--- src/rtl/core_pkg.sv ---
// Shared core constants and the fetch FSM state encoding.
package core_pkg;
   localparam int XLEN       = 32;
   localparam int INST_BYTES = 4;

   localparam logic [XLEN-1:0] NOP_INST = 32'h0000_0013;
   localparam logic [XLEN-1:0] RESET_PC = 32'h0000_0000;

   typedef enum logic {
      RUN   = 1'b0,
      FAULT = 1'b1
   } fetch_state_e;
endpackage

--- src/rtl/instr_fetch_unit_if.sv ---
// Fetch-stage bus: program memory port, decode handshake, redirect and status.
interface instr_fetch_unit_if;
   import core_pkg::*;

   logic [XLEN-1:0] imem_addr;
   logic [XLEN-1:0] imem_data;
   logic            id_ready;
   logic            redirect_valid;
   logic [XLEN-1:0] redirect_target;
   logic            if_valid;
   logic [XLEN-1:0] if_inst;
   logic [XLEN-1:0] if_pc;
   logic [XLEN-1:0] if_pc_plus4;
   logic            fetch_fault;
   logic [XLEN-1:0] fault_pc;
   logic [XLEN-1:0] fetch_count;

   modport master (
      output imem_addr, if_valid, if_inst, if_pc, if_pc_plus4,
             fetch_fault, fault_pc, fetch_count,
      input  imem_data, id_ready, redirect_valid, redirect_target
   );

   modport slave (
      input  imem_addr, if_valid, if_inst, if_pc, if_pc_plus4,
             fetch_fault, fault_pc, fetch_count,
      output imem_data, id_ready, redirect_valid, redirect_target
   );
endinterface

--- src/rtl/if_id_reg.sv ---
// IF/ID pipeline register: flush beats load, otherwise contents hold.
module if_id_reg #(
   parameter logic [31:0] NOP_INST = core_pkg::NOP_INST
) (
   input  logic        clk,
   input  logic        rst,
   input  logic        load,
   input  logic        flush,
   input  logic [31:0] fetch_inst,
   input  logic [31:0] fetch_pc,
   output logic        valid,
   output logic [31:0] inst,
   output logic [31:0] pc,
   output logic [31:0] pc_plus4
);
   import core_pkg::*;

   always_ff @(posedge clk) begin
      if (rst) begin
         valid    <= 1'b0;
         inst     <= NOP_INST;
         pc       <= '0;
         pc_plus4 <= 32'(INST_BYTES);
      end else if (flush) begin
         valid <= 1'b0;
         inst  <= NOP_INST;
      end else if (load) begin
         valid    <= 1'b1;
         inst     <= fetch_inst;
         pc       <= fetch_pc;
         pc_plus4 <= fetch_pc + 32'(INST_BYTES);
      end
   end
endmodule

--- src/rtl/instr_fetch_unit.sv ---
// Fetch stage: PC register, redirect/fault FSM and fetch counter feeding IF/ID.
//   state | meaning
//   RUN   | fetching sequentially, honouring stalls and redirects
//   FAULT | bad PC seen; fetch frozen until reset
module instr_fetch_unit #(
   parameter logic [31:0] RESET_PC   = core_pkg::RESET_PC,
   parameter int          IMEM_WORDS = 64,
   parameter logic [31:0] NOP_INST   = core_pkg::NOP_INST
) (
   input logic               clk,
   input logic               rst,
   instr_fetch_unit_if.master bus
);
   import core_pkg::*;

   localparam logic [31:0] IMEM_BYTES = 32'(IMEM_WORDS * INST_BYTES);

   fetch_state_e state, state_nxt;
   logic [31:0]  pc, pc_nxt;
   logic [31:0]  fault_addr, fault_addr_nxt;
   logic [31:0]  count, count_nxt;
   logic         load, flush, adv, target_bad;

   assign adv        = !bus.if_valid || bus.id_ready;
   assign target_bad = (bus.redirect_target[1:0] != 2'b00) ||
                       (bus.redirect_target >= IMEM_BYTES);

   always_comb begin
      state_nxt      = state;
      pc_nxt         = pc;
      fault_addr_nxt = fault_addr;
      count_nxt      = count;
      load           = 1'b0;
      flush          = 1'b0;
      case (state)
         RUN: begin
            if (bus.redirect_valid) begin
               flush = 1'b1;
               if (target_bad) begin
                  state_nxt      = FAULT;
                  fault_addr_nxt = bus.redirect_target;
               end else begin
                  pc_nxt = bus.redirect_target;
               end
            end else if (pc >= IMEM_BYTES) begin
               // Sequential fetch ran off the end of program memory.
               state_nxt      = FAULT;
               fault_addr_nxt = pc;
               flush          = 1'b1;
            end else if (adv) begin
               load      = 1'b1;
               pc_nxt    = pc + 32'(INST_BYTES);
               count_nxt = count + 32'd1;
            end
         end
         FAULT: flush = 1'b1;
         default: begin
            state_nxt = RUN;
         end
      endcase
   end

   always_ff @(posedge clk) begin
      if (rst) begin
         state      <= RUN;
         pc         <= RESET_PC;
         fault_addr <= '0;
         count      <= '0;
      end else begin
         state      <= state_nxt;
         pc         <= pc_nxt;
         fault_addr <= fault_addr_nxt;
         count      <= count_nxt;
      end
   end

   assign bus.imem_addr   = pc;
   assign bus.fetch_fault = (state == FAULT);
   assign bus.fault_pc    = fault_addr;
   assign bus.fetch_count = count;

   if_id_reg #(
      .NOP_INST (NOP_INST)
   ) u_if_id_reg (
      .clk        (clk),
      .rst        (rst),
      .load       (load),
      .flush      (flush),
      .fetch_inst (bus.imem_data),
      .fetch_pc   (pc),
      .valid      (bus.if_valid),
      .inst       (bus.if_inst),
      .pc         (bus.if_pc),
      .pc_plus4   (bus.if_pc_plus4)
   );
endmodule

--- src/flat_wrapper.sv ---
// flat-port wrapper written by rule: the top's interface ports become plain ports
module instr_fetch_unit_flat import core_pkg::*;
#(
   parameter logic [31:0] RESET_PC   = core_pkg::RESET_PC,
   parameter int          IMEM_WORDS = 64,
   parameter logic [31:0] NOP_INST   = core_pkg::NOP_INST
)
  (clk, rst, bus_imem_addr, bus_if_valid, bus_if_inst, bus_if_pc, bus_if_pc_plus4, bus_fetch_fault, bus_fault_pc, bus_fetch_count, bus_imem_data, bus_id_ready, bus_redirect_valid, bus_redirect_target);
  instr_fetch_unit_if bus_i ();
  input logic clk;
  input logic rst;
  output wire logic [$bits(bus_i.imem_addr)-1:0] bus_imem_addr;
  output wire logic [$bits(bus_i.if_valid)-1:0] bus_if_valid;
  output wire logic [$bits(bus_i.if_inst)-1:0] bus_if_inst;
  output wire logic [$bits(bus_i.if_pc)-1:0] bus_if_pc;
  output wire logic [$bits(bus_i.if_pc_plus4)-1:0] bus_if_pc_plus4;
  output wire logic [$bits(bus_i.fetch_fault)-1:0] bus_fetch_fault;
  output wire logic [$bits(bus_i.fault_pc)-1:0] bus_fault_pc;
  output wire logic [$bits(bus_i.fetch_count)-1:0] bus_fetch_count;
  input wire logic [$bits(bus_i.imem_data)-1:0] bus_imem_data;
  input wire logic [$bits(bus_i.id_ready)-1:0] bus_id_ready;
  input wire logic [$bits(bus_i.redirect_valid)-1:0] bus_redirect_valid;
  input wire logic [$bits(bus_i.redirect_target)-1:0] bus_redirect_target;
  assign bus_imem_addr = bus_i.imem_addr;
  assign bus_if_valid = bus_i.if_valid;
  assign bus_if_inst = bus_i.if_inst;
  assign bus_if_pc = bus_i.if_pc;
  assign bus_if_pc_plus4 = bus_i.if_pc_plus4;
  assign bus_fetch_fault = bus_i.fetch_fault;
  assign bus_fault_pc = bus_i.fault_pc;
  assign bus_fetch_count = bus_i.fetch_count;
  assign bus_i.imem_data = bus_imem_data;
  assign bus_i.id_ready = bus_id_ready;
  assign bus_i.redirect_valid = bus_redirect_valid;
  assign bus_i.redirect_target = bus_redirect_target;
  instr_fetch_unit #(.RESET_PC(RESET_PC), .IMEM_WORDS(IMEM_WORDS), .NOP_INST(NOP_INST)) u_core (.clk(clk), .rst(rst), .bus(bus_i));
endmodule
--- config.mk ---
export PLATFORM = sky130hd
export DESIGN_NAME = instr_fetch_unit_flat
export DESIGN_NICKNAME = d
export VERILOG_FILES = /design/src/rtl/core_pkg.sv /design/src/rtl/instr_fetch_unit_if.sv /design/src/rtl/if_id_reg.sv /design/src/rtl/instr_fetch_unit.sv /design/src/flat_wrapper.sv
export SDC_FILE = /design/constraint.sdc
export NUM_CORES = 1
export LEC_CHECK = 0
export ABC_AREA = 1
export ABC_CLOCK_PERIOD_IN_PS = 1500
export CELL_PAD_IN_SITES_DETAIL_PLACEMENT = 2
export CELL_PAD_IN_SITES_GLOBAL_PLACEMENT = 2
export CORE_MARGIN = 5
export CORE_UTILIZATION = 22
export DETAILED_ROUTE_END_ITERATION = 10
export PLACE_DENSITY = 0.81
export SLEW_MARGIN = 30
export SYNTH_ARGS = -nofsm -noshare
export SYNTH_HDL_FRONTEND = slang
export SYNTH_SLANG_ARGS = --single-unit
export TNS_END_PERCENT = 30
--- constraint.sdc ---
create_clock -name clk -period 1.5 [get_ports clk]
set_input_delay 0.225 -clock clk [delete_from_list [all_inputs] [get_ports clk]]
set_output_delay 0.225 -clock clk [all_outputs]
set_load 0.1 [all_outputs]
==> results of run 1 <==
## worst max-delay path, stage by stage (launching register included)
cell and delay (ns):
dfxtp_4 0.36, nor2_4 0.13, nand2_2 0.08, nor2_4 0.18, nand3_4 0.13, nor3_4 0.22
buf_12 0.14, buf_12 0.15, buf_16 0.16, nor2_1 0.05, nor2_1 0.18
## Yosys cell counts
cell type  count  share of area (%)
clkbuf_1      39                1.7
nand3_1       26                1.5
xnor2_1        6               0.62
nand4_1       37                2.7
o21bai_1       2               0.18
nor3_1         1              0.059
a21oi_2        1               0.10
a21boi_0       4               0.35
dfxtp_1      192                 45
nor2_1       291                 13
nand2_1      367                 16
or2_2         30                2.2
a21oi_1       44                2.6
nand4_2        1               0.15
o21ai_0       15               0.88
xor2_1        12                1.2
inv_1         93                4.1
nor3_4         1               0.19
buf_1          1              0.044
buf_4          2               0.18
nand3b_1      13                1.1
o21a_1         1              0.088
buf_2         13               0.76
nor2_2         3               0.22
nand3_2        1               0.12
nor3_2         1               0.12
mux2i_1       24                2.8
clkinv_1       1              0.044
buf_6          8                1.1
ha_1           3               0.44
o21ai_1        2               0.12
## where the power goes
group / internal, mW / total (mW) / leakage [nW] / switching (mW)
logic: 1.53 / 4.07 / 4.85 / 2.53
clock network: 2.44 / 4.83 / 0.281 / 2.39
registers: 5.22 / 5.46 / 1.60 / 0.235
total: 9.20 / 14.4 / 6.73 / 5.16
## worst max-delay path by stage
stage / from / endpoint / slack [ns] / cells after the start
CTS: u_core.bus.imem_addr[19]$_SDFFE_PP0P_ / u_core.u_if_id_reg.inst[13]$_SDFFE_PP0P_ / -0.29 / 10
global route: u_core.bus.imem_addr[22]$_SDFFE_PP0P_ / u_core.u_if_id_reg.inst[2]$_SDFFE_PP0P_ / -0.47 / 10
detailed placement: bus_redirect_target[25] / u_core.bus.fault_pc[9]$_SDFFE_PP0P_ / -0.67 / 10
finish: u_core.bus.imem_addr[19]$_SDFFE_PP0P_ / u_core.u_if_id_reg.inst[2]$_SDFFE_PP0P_ / -0.39 / 10
global placement: bus_redirect_target[30] / u_core.bus.fault_pc[22]$_SDFFE_PP0P_ / -0.53 / 10
floorplan: u_core.bus.imem_addr[30]$_SDFFE_PP0P_ / u_core.u_if_id_reg.pc_plus4[4]$_SDFFE_PP0P_ / -0.27 / 9
## flip-flops by register name, summed over array words and instances (netlist names)
register	count
u_core.bus.fault_pc	32
u_core.bus.fetch_count	32
u_core.bus.imem_addr	32
u_core.u_if_id_reg.inst	32
u_core.u_if_id_reg.pc	32
u_core.u_if_id_reg.pc_plus4	30
u_core.bus.fetch_fault	1
u_core.u_if_id_reg.valid	1
## cells in the final DEF (no fill, tap or decap), types with 15 or more instances in the layout
| cell type | instances |
|---|---|
| a21oi_1 | 31 |
| buf_12 | 206 |
| buf_4 | 111 |
| buf_6 | 16 |
| clkbuf_16 | 21 |
| clkdlybuf4s50_1 | 63 |
| dfxtp_1 | 128 |
| dfxtp_2 | 35 |
| dfxtp_4 | 29 |
| inv_1 | 76 |
| inv_2 | 17 |
| mux2i_1 | 24 |
| nand2_1 | 326 |
| nand2_2 | 30 |
| nand3_1 | 25 |
| nand4_1 | 37 |
| nor2_1 | 258 |
| nor2_2 | 20 |
| nor2_4 | 16 |
| o21ai_0 | 15 |
| or2_2 | 30 |
## kinds of logic (layout without fill, tap and decap cells)
| logic type | count (synthesis) | count (layout) | synth area share, % |
|---|---|---|---|
| and+or+nand+nor | 772 | 772 | 37.49 |
| DFF | 192 | 192 | 45.18 |
| xor gates and xnor gates | 18 | 18 | 1.853 |
| buffers and inverters | 157 | 540 | 7.912 |
| adders and majority gates | 3 | 3 | 0.4412 |
| muxes | 24 | 24 | 2.824 |
| AOI/OAI and AO/OA | 69 | 69 | 4.309 |
| other | 0 | 6 | 0 |
## layout make-up
cell class	instances	area, um^2
clock buffers	20	457.9
diodes	6	15.01
inverters	94	352.8
multi-input cells	886	4415
well taps	518	648.1
clock inverters	12	122.6
fillers	4188	22320
repair buffers	414	6141
flip-flops and latches	192	3996
## per-layer routing
layer / track usage (%) / wire length [um] / share of wire [%]
met2: 39.78 / 26040 / 55
met1: 21.48 / 17250 / 37
met5: 0 / 0 / 0
met4: 8.413 / 1560 / 3.3
met3: 5.484 / 2353 / 5.0
## timing repair
item | 4_1_cts | 5_1_grt
gates resized for setup | 87 | 91
buffers inserted | 10 | 8
setup endpoints to repair | 192 | 193
pin swaps | 20 | 40
gates cloned | 8 | 3
==> results.md, run 1 <==
- Placed cell areas: 14670 um^2
- Violated checks: setup timing
- Endpoint, Worst Hold: u_core.bus.imem_addr[28]$_SDFFE_PP0P_
- Detail Route Antenna Nets: 0
- Via count: about 10000
- Total GRT Usage: a little over a fifth
- Min Hold Slack: ~0.3 ns
- DIE AREA: about 43000 um^2
- Worst EP arrival: 2.27 ns
- Core ar.: about 38000 um^2
- Power Density: about 900 nW/um^2
- Final setup viols: between 150 and 200
- Core Util, Final: 41.98%
- DR iter-0 viols: 372
- Pins Over Slew Limit: 0
- Static leakage: 6.729 nW
- PortBufs: roughly 260
- Post-synth net total: between 1000 and 1500
- Status: complete, but fails checks
- Worst skew pair latency: ~0.46 ns
- Layout area overhead: 89.81%
- Mapped Cells: between 1000 and 1500
- Hold Path Class: input pin to flop
- Final count of hold timing violations: 0
- Seq/Total Area, Yosys: between 40 and 50%
- Die span in y: about 210 um
- R2R depth: 10
- Setup slack at placement: -0.6690 ns
- Final Net Count: about 1700
- Hold Crit Start: rst
- Crit path time final: 1.895 ns
- Slew HR: 65.98%
- Clock Path Buffers: 2
- Critical R2R Launch: u_core.bus.imem_addr[19]$_SDFFE_PP0P_
- R2r endpoint: u_core.u_if_id_reg.inst[2]$_SDFFE_PP0P_
- Max-Cap Viols: 0
- Non-Filler Instances: approximately 2100
- Initial antenna violation count: 5
- CTS sink count: around 190
- Cells after DPL: between 2000 and 2500
- Fmax: around 530 MHz
- Design Power: between 10 and 15 mW
- Final wirelength: between 40000 and 50000 um
- Cts hold-fix bufs: 0
- Max VDD drop: around 0.84 mV
- Vias in the first global route: approximately 11000
- Placement Rows: between 70 and 80
- Library cells used by synthesis: 31
- Largest net degree at the start of global routing: about 70
- CTS Buf Count: 17
- HPWL after detailed placement: between 30000 and 40000 um
- Final cycle utilization of the critical path: 126.3%
- Grt ovf: 0
- DRC viols: 0
- Fin area: approximately 16000 um^2
- Share of cells above drive strength 1: between 30 and 40%
- Drt wl/cell: around 22 um
- Synthesized area: between 8000 and 9000 um^2
- WP data required: around 1.9 ns
- Clock Skews: ~0.016 ns
- Total negative slack: -53.37 ns
- GP Congestion: 0.8297
- RSZ-0062 raised after global routing: yes
- Crit end category: flop
- Clock Tree Root: clkbuf_16
- Critical Path Fanout Max: 15
- Type of the worst setup path: flop to flop
- Initial Util: between 20% and 30%
- I/O pin count: ~260
- Reg2reg setup slack: -0.39 ns
- Clock slew seen by the registers of the worst setup and hold paths: around 0.080 ns
- DR vias/cell: 4.580
- CTS tree: done
- Drt first pass iters: 4
- Synthesized flop and latch total: 192
- Hold Path Cell Cnt: 3
- First-pass GRT wire length: roughly 68000 um
- Die W: slightly above 200 um
- Worst slew pin tran: ~0.51 ns
- Syn_area_per_cell: ~6.9 um^2
- Element type at the critical path start: flop
- Post-route setup slack: -0.3945 ns
- CTS H-Tree Depth: 4
- Synth warn: 0
(Power assumes the default switching activity.)
==> inputs of run 2 (changes only) <==
Settings changed: CAP_MARGIN set to 20, PLACE_DENSITY 0.81 to 0.72.
==> run 2 against run 1 <==
  * Final area grew 2.0%
  * Die area is the same
  * Total power shrank 1.5%
  * Combinational power is essentially flat
  * The flow still finishes with violations (setup timing)
  * Largest power group unchanged
  * Highest routed layer unchanged
  * Clock skew grew 0.0012 ns
  * Register-to-register slack gained 0.095 ns
  * Critical endpoint is now u_core.u_if_id_reg.pc_plus4[6]$_SDFFE_PP0P_
  * Critical path depth is the same
  * Routed wire length shrank 8.9%
  * Sequential share of layout area shrank 0.49 points
  * Worst setup slack gained 0.095 ns
  * Final cell count grew 0.37%
  * Critical path type unchanged
==> results.md, run 2 (synthesis results as in run 1) <==
- Status: complete, but fails checks
- Violated checks: setup timing
- PortBufs: roughly 260
- Worst slew pin tran: about 0.46 ns
- Fmax: approximately 560 MHz
- Total GRT Usage: about a fifth
- Final wirelength: between 40000 and 50000 um
- Worst EP arrival: 2.17 ns
- Detail Route Antenna Nets: 0
- First-pass GRT wire length: slightly above 60000 um
- Type of the worst setup path: flop to flop
- Placement Rows: between 70 and 80
- Total negative slack: -33.15 ns
- Clock Tree Root: clkbuf_16
- Hold Crit Start: bus_redirect_target[10]
- CTS H-Tree Depth: 4
- Seq. cell area: approximately 4000 um^2
- HPWL after detailed placement: 30100 um
- I/O pin count: about 260
- Layout area overhead: 93.65%
- Largest net degree at the start of global routing: a little over 70
- DR vias/cell: around 4.4
- CTS tree: done
- Die W: a little over 200 um
- Power Density: between 800 and 900 nW/um^2
- CP Launch Point: u_core.bus.imem_addr[20]$_SDFFE_PP0P_
- Via count: around 9500
- Element type at the critical path start: flop
- Final setup viols: roughly 190
- Max-Cap Viols: 0
- WP data required: 1.87 ns
- Critical Path Fanout Max: 5
- Clock Skews: 0.01739 ns
- Setup slack at placement: -0.8772 ns
- Commonest non-fill, non-tap cell in the layout: nand2_1
- Worst skew pair latency: 0.46 ns
- Fin area: 16480 um^2
- Core ar.: just under 40000 um^2
- Final cycle utilization of the critical path: 120.0%
- Worst path max stage delay: approximately 0.36 ns
- Die span in y: approximately 210 um
- Most frequent cells in the layout: nand2_1 (281), nor2_1 (239), buf_12 (211)
- CTS sink count: 192
- Clock Path Buffers: 2
- Final Net Count: around 1700
- Clock slew seen by the registers of the worst setup and hold paths: approximately 0.08 ns
- Initial Util: between 20% and 30%
- Slowest cell on crit path: dfxtp_4
- Vias in the first global route: approximately 11000
- Crit path time final: 1.799 ns
- Drt wl/cell: ~20 um
- Slew HR: ~69%
- Critical R2R Launch: u_core.bus.imem_addr[20]$_SDFFE_PP0P_
- Crit end category: flop
- Placed cell areas: 14700 um^2
- Max VDD drop: ~0.84 mV
- Critical path cell sequence: nor2_4, nand2_2, nor2_4, nand3_4, nor3_4, buf_12, clkbuf_16, clkbuf_16, nor2_1, nor2_1
- Min Hold Slack: around 0.23 ns
- DRC viols: 0
- Hold Path Class: input pin to flop
- Final count of hold timing violations: 0
- CTS Buf Count: 17
- Share of cells above drive strength 1: 41.48%
- Static leakage: 6.928 nW
- DR iter-0 viols: 343
- Drt first pass iters: 4
- DIE AREA: 42710 um^2
- Design Power: between 10 and 15 mW
- # fillers: between 4000 and 5000
- Initial antenna violation count: 6
- Footprint of the multi-input gates: 4656 um^2
- Post-route setup slack: -0.2994 ns
- Grt ovf: 0
- Pins Over Slew Limit: 0
- RSZ-0062 raised after global routing: yes
- GP Congestion: just over 0.8
-- run 2: path summary, 6_finish.rpt --
kind	endpoint	slack, ns	cells past startpoint
worst max-delay path	u_core.u_if_id_reg.pc_plus4[6]$_SDFFE_PP0P_	-0.30	10
worst min-delay path	u_core.bus.fault_pc[10]$_SDFFE_PP0P_	0.23	5
worst max register to register	u_core.u_if_id_reg.pc_plus4[6]$_SDFFE_PP0P_	-0.30	10
worst min register to register	u_core.u_if_id_reg.pc[12]$_SDFFE_PP0P_	0.48	2
-- run 2: report_power, final --
group,internal [mW],switching (mW),total (mW)
clock,2.28,2.35,4.64
sequential,5.22,0.224,5.44
combinational,1.55,2.50,4.05
-- run 2: worst max-delay path, delay by kind of cell (launching register included) --
family / cells / cell delay [ns]
AND/OR/NAND/NOR: 7 / 0.90
flip-flops: 1 / 0.36
buffers and inverters: 3 / 0.46
-- run 2: cell type report --
| class | count | area share [%] |
|---|---|---|
| clock buffers | 19 | 2.749 |
| multi-input cells | 886 | 28.26 |
| flip-flops and latches | 192 | 24.26 |
| well taps | 518 | 3.934 |
| inverters | 94 | 2.157 |
| clock inverters | 13 | 0.7063 |
| repair buffers | 421 | 37.83 |
| diodes | 7 | 0.1063 |
-- run 2: repair_timing --
action / in CTS / in global routing
setup endpoints to repair: 192 / 194
buffers inserted: 13 / 5
gates resized for setup: 56 / 218
hold buffers: 0 / 0
endpoints found under the hold margin: 0 / 0
cloned: 6 / 9
pin swaps: 17 / 55
-- run 2: through the flow --
step	cells	utilization, %
6_report	2150	42.83
5_1_grt	2150	42.83
4_1_cts	2133	40.77
3_5_place_dp	2083	38.22
3_3_place_gp	2083	38.22
2_1_floorplan	1235	-
-- run 2: routing by layer --
metal	global-route usage, %	share of wire (%)	vias up
li1	-	-	4583
met1	21.01	39	4697
met2	34.32	53	177
met3	5.030	5.0	53
met4	6.606	2.8	0
met5	0	0	-
==> inputs of run 3 (changes only) <==
Settings changed: RECOVER_POWER set to 25.
==> run 3 against run 2 <==
  * The flow still finishes with violations (setup timing)
  * Total power shrank 1.1%
  * Non-clock buffer count unchanged
  * Sequential share of layout area increased by 0.93 points
  * Critical endpoint unchanged
  * Largest cell class unchanged
  * Highest routed layer unchanged
==> results.md, run 3 (synthesis results as in run 1) <==
- Initial Util: between 20 and 25%
- Final wirelength: ~43000 um
- First-pass GRT wire length: just over 60000 um
- Core Util, Final: between 40 and 50%
- Final Net Count: about 1700
- Most frequent cells in the layout: nand2_1 (281), nor2_1 (239), buf_12 (163)
- Type of the worst setup path: flop to flop
- CTS H-Tree Depth: 4
- Worst slew pin tran: 0.4680 ns
- HPWL after detailed placement: 30100 um
- Placement Rows: 72
- Clock slew seen by the registers of the worst setup and hold paths: around 0.080 ns
- Met1 GRT Util: around a fifth
- CTS sink count: between 150 and 200
- Slew HR: slightly below 70%
- GR Util met2: 34.32%
- DR vias/cell: ~4.4
- Static leakage: just under 7 nW
- Share of cells above drive strength 1: slightly above 40%
- DR iter-0 viols: about 310
- Total GRT Usage: between 10% and 20%
- Post-route setup slack: -0.2980 ns
- DIE AREA: ~43000 um^2
- Clock Skews: roughly 0.019 ns
- Vias in the first global route: around 11000
- DRC viols: 0
- Status: complete, but fails checks
- Core ar.: about 38000 um^2
- RSZ-0062 raised after global routing: yes
- Placed cell areas: 14700 um^2
- Initial antenna violation count: 6
- Crit path time final: 1.798 ns
- Drt first pass iters: 4
- Commonest non-fill, non-tap cell in the layout: nand2_1
- Worst EP arrival: around 2.2 ns
- Max-Cap Viols: 0
- Die W: between 200 and 250 um
- GP Congestion: 0.8069
- Die span in y: around 210 um
- Hold Path Class: input pin to flop
- Final setup viols: 190
- Fin area: approximately 16000 um^2
- Detail Route Antenna Nets: 0
- Crit end category: flop
- Min Hold Slack: 0.2305 ns
- WP data required: approximately 1.9 ns
- Max VDD drop: ~0.83 mV
- Grt ovf: 0
- Fmax: roughly 560 MHz
- Busiest grt layer: met2
- Layout area overhead: 86.53%
- Via count: about 9500
- CTS tree: done
- Power Density: approximately 900 nW/um^2
- I/O pin count: 262
- Final count of hold timing violations: 0
- Violated checks: setup timing
- Critical Path Fanout Max: 5
- Element type at the critical path start: flop
- Worst skew pair latency: 0.46 ns
- Total negative slack: -32.75 ns
- Pins Over Slew Limit: 0
- Largest net degree at the start of global routing: 72
- Met3 Use GR: just over 5%
- Final cycle utilization of the critical path: 119.9%
- PortBufs: about 260
- Drt wl/cell: roughly 20 um
- Clock Tree Root: clkbuf_16
- Clock Path Buffers: 2
- CTS Buf Count: 17
[run 3: final cells by class]
cell class	instances	area, um^2
diodes	5	12.51
clock buffers	19	452.9
clock inverters	13	116.4
fillers	4208	22600
inverters	94	355.3
multi-input cells	886	4656
flip-flops and latches	192	3996
well taps	518	648.1
repair buffers	421	5633
[run 3: power by group]
group,switching (mW),internal (mW),leakage (nW)
Clock,2.35,2.28,0.276
Combinational,2.50,1.43,4.89
Sequential,0.197,5.22,1.60
Total,5.05,8.93,6.76
[run 3: what timing repair did]
action	CTS	global route
buffers inserted	13	5
pin swaps	17	55
hold buffers	0	0
cloned	6	9
setup endpoints to repair	192	194
resized for setup	56	218
[run 3: path summary, 6_finish.rpt]
kind	slack (ns)	cells after the start	endpoint	from
max	-0.30	10	u_core.u_if_id_reg.pc_plus4[6]$_SDFFE_PP0P_	u_core.bus.imem_addr[20]$_SDFFE_PP0P_
min	0.23	5	u_core.bus.fault_pc[10]$_SDFFE_PP0P_	bus_redirect_target[10]
max reg2reg	-0.30	10	u_core.u_if_id_reg.pc_plus4[6]$_SDFFE_PP0P_	u_core.bus.imem_addr[20]$_SDFFE_PP0P_
min reg2reg	0.44	2	u_core.u_if_id_reg.pc[12]$_SDFFE_PP0P_	u_core.u_if_id_reg.pc[12]$_SDFFE_PP0P_
[run 3: per-stage QoR]
step	cells	power (mW)	worst slack (ns)
final	2148	13.98	-0.2980
after global routing	2148	14.58	-0.3932
after CTS	2133	14.00	-0.2695
after detailed placement	2083	9.120	-0.8772
after global placement	2083	9.033	-0.7356
after floorplan	1235	7.558	-0.2684
[run 3: critical path: stages (launching register included)]
cell       delay, ns
dfxtp_4         0.36
nor2_4          0.11
nand2_2         0.07
nor2_4          0.18
nand3_4         0.13
nor3_4          0.24
buf_12          0.15
clkbuf_16       0.16
clkbuf_16       0.15
nor2_1          0.04
nor2_1          0.13
[run 3: metal layers]
layer | wire length (um) | vias to the layer above
met5 | 0 | -
met4 | 1154 | 0
met3 | 2352 | 55
met2 | 22740 | 198
met1 | 16650 | 4690
li1 | - | 4580
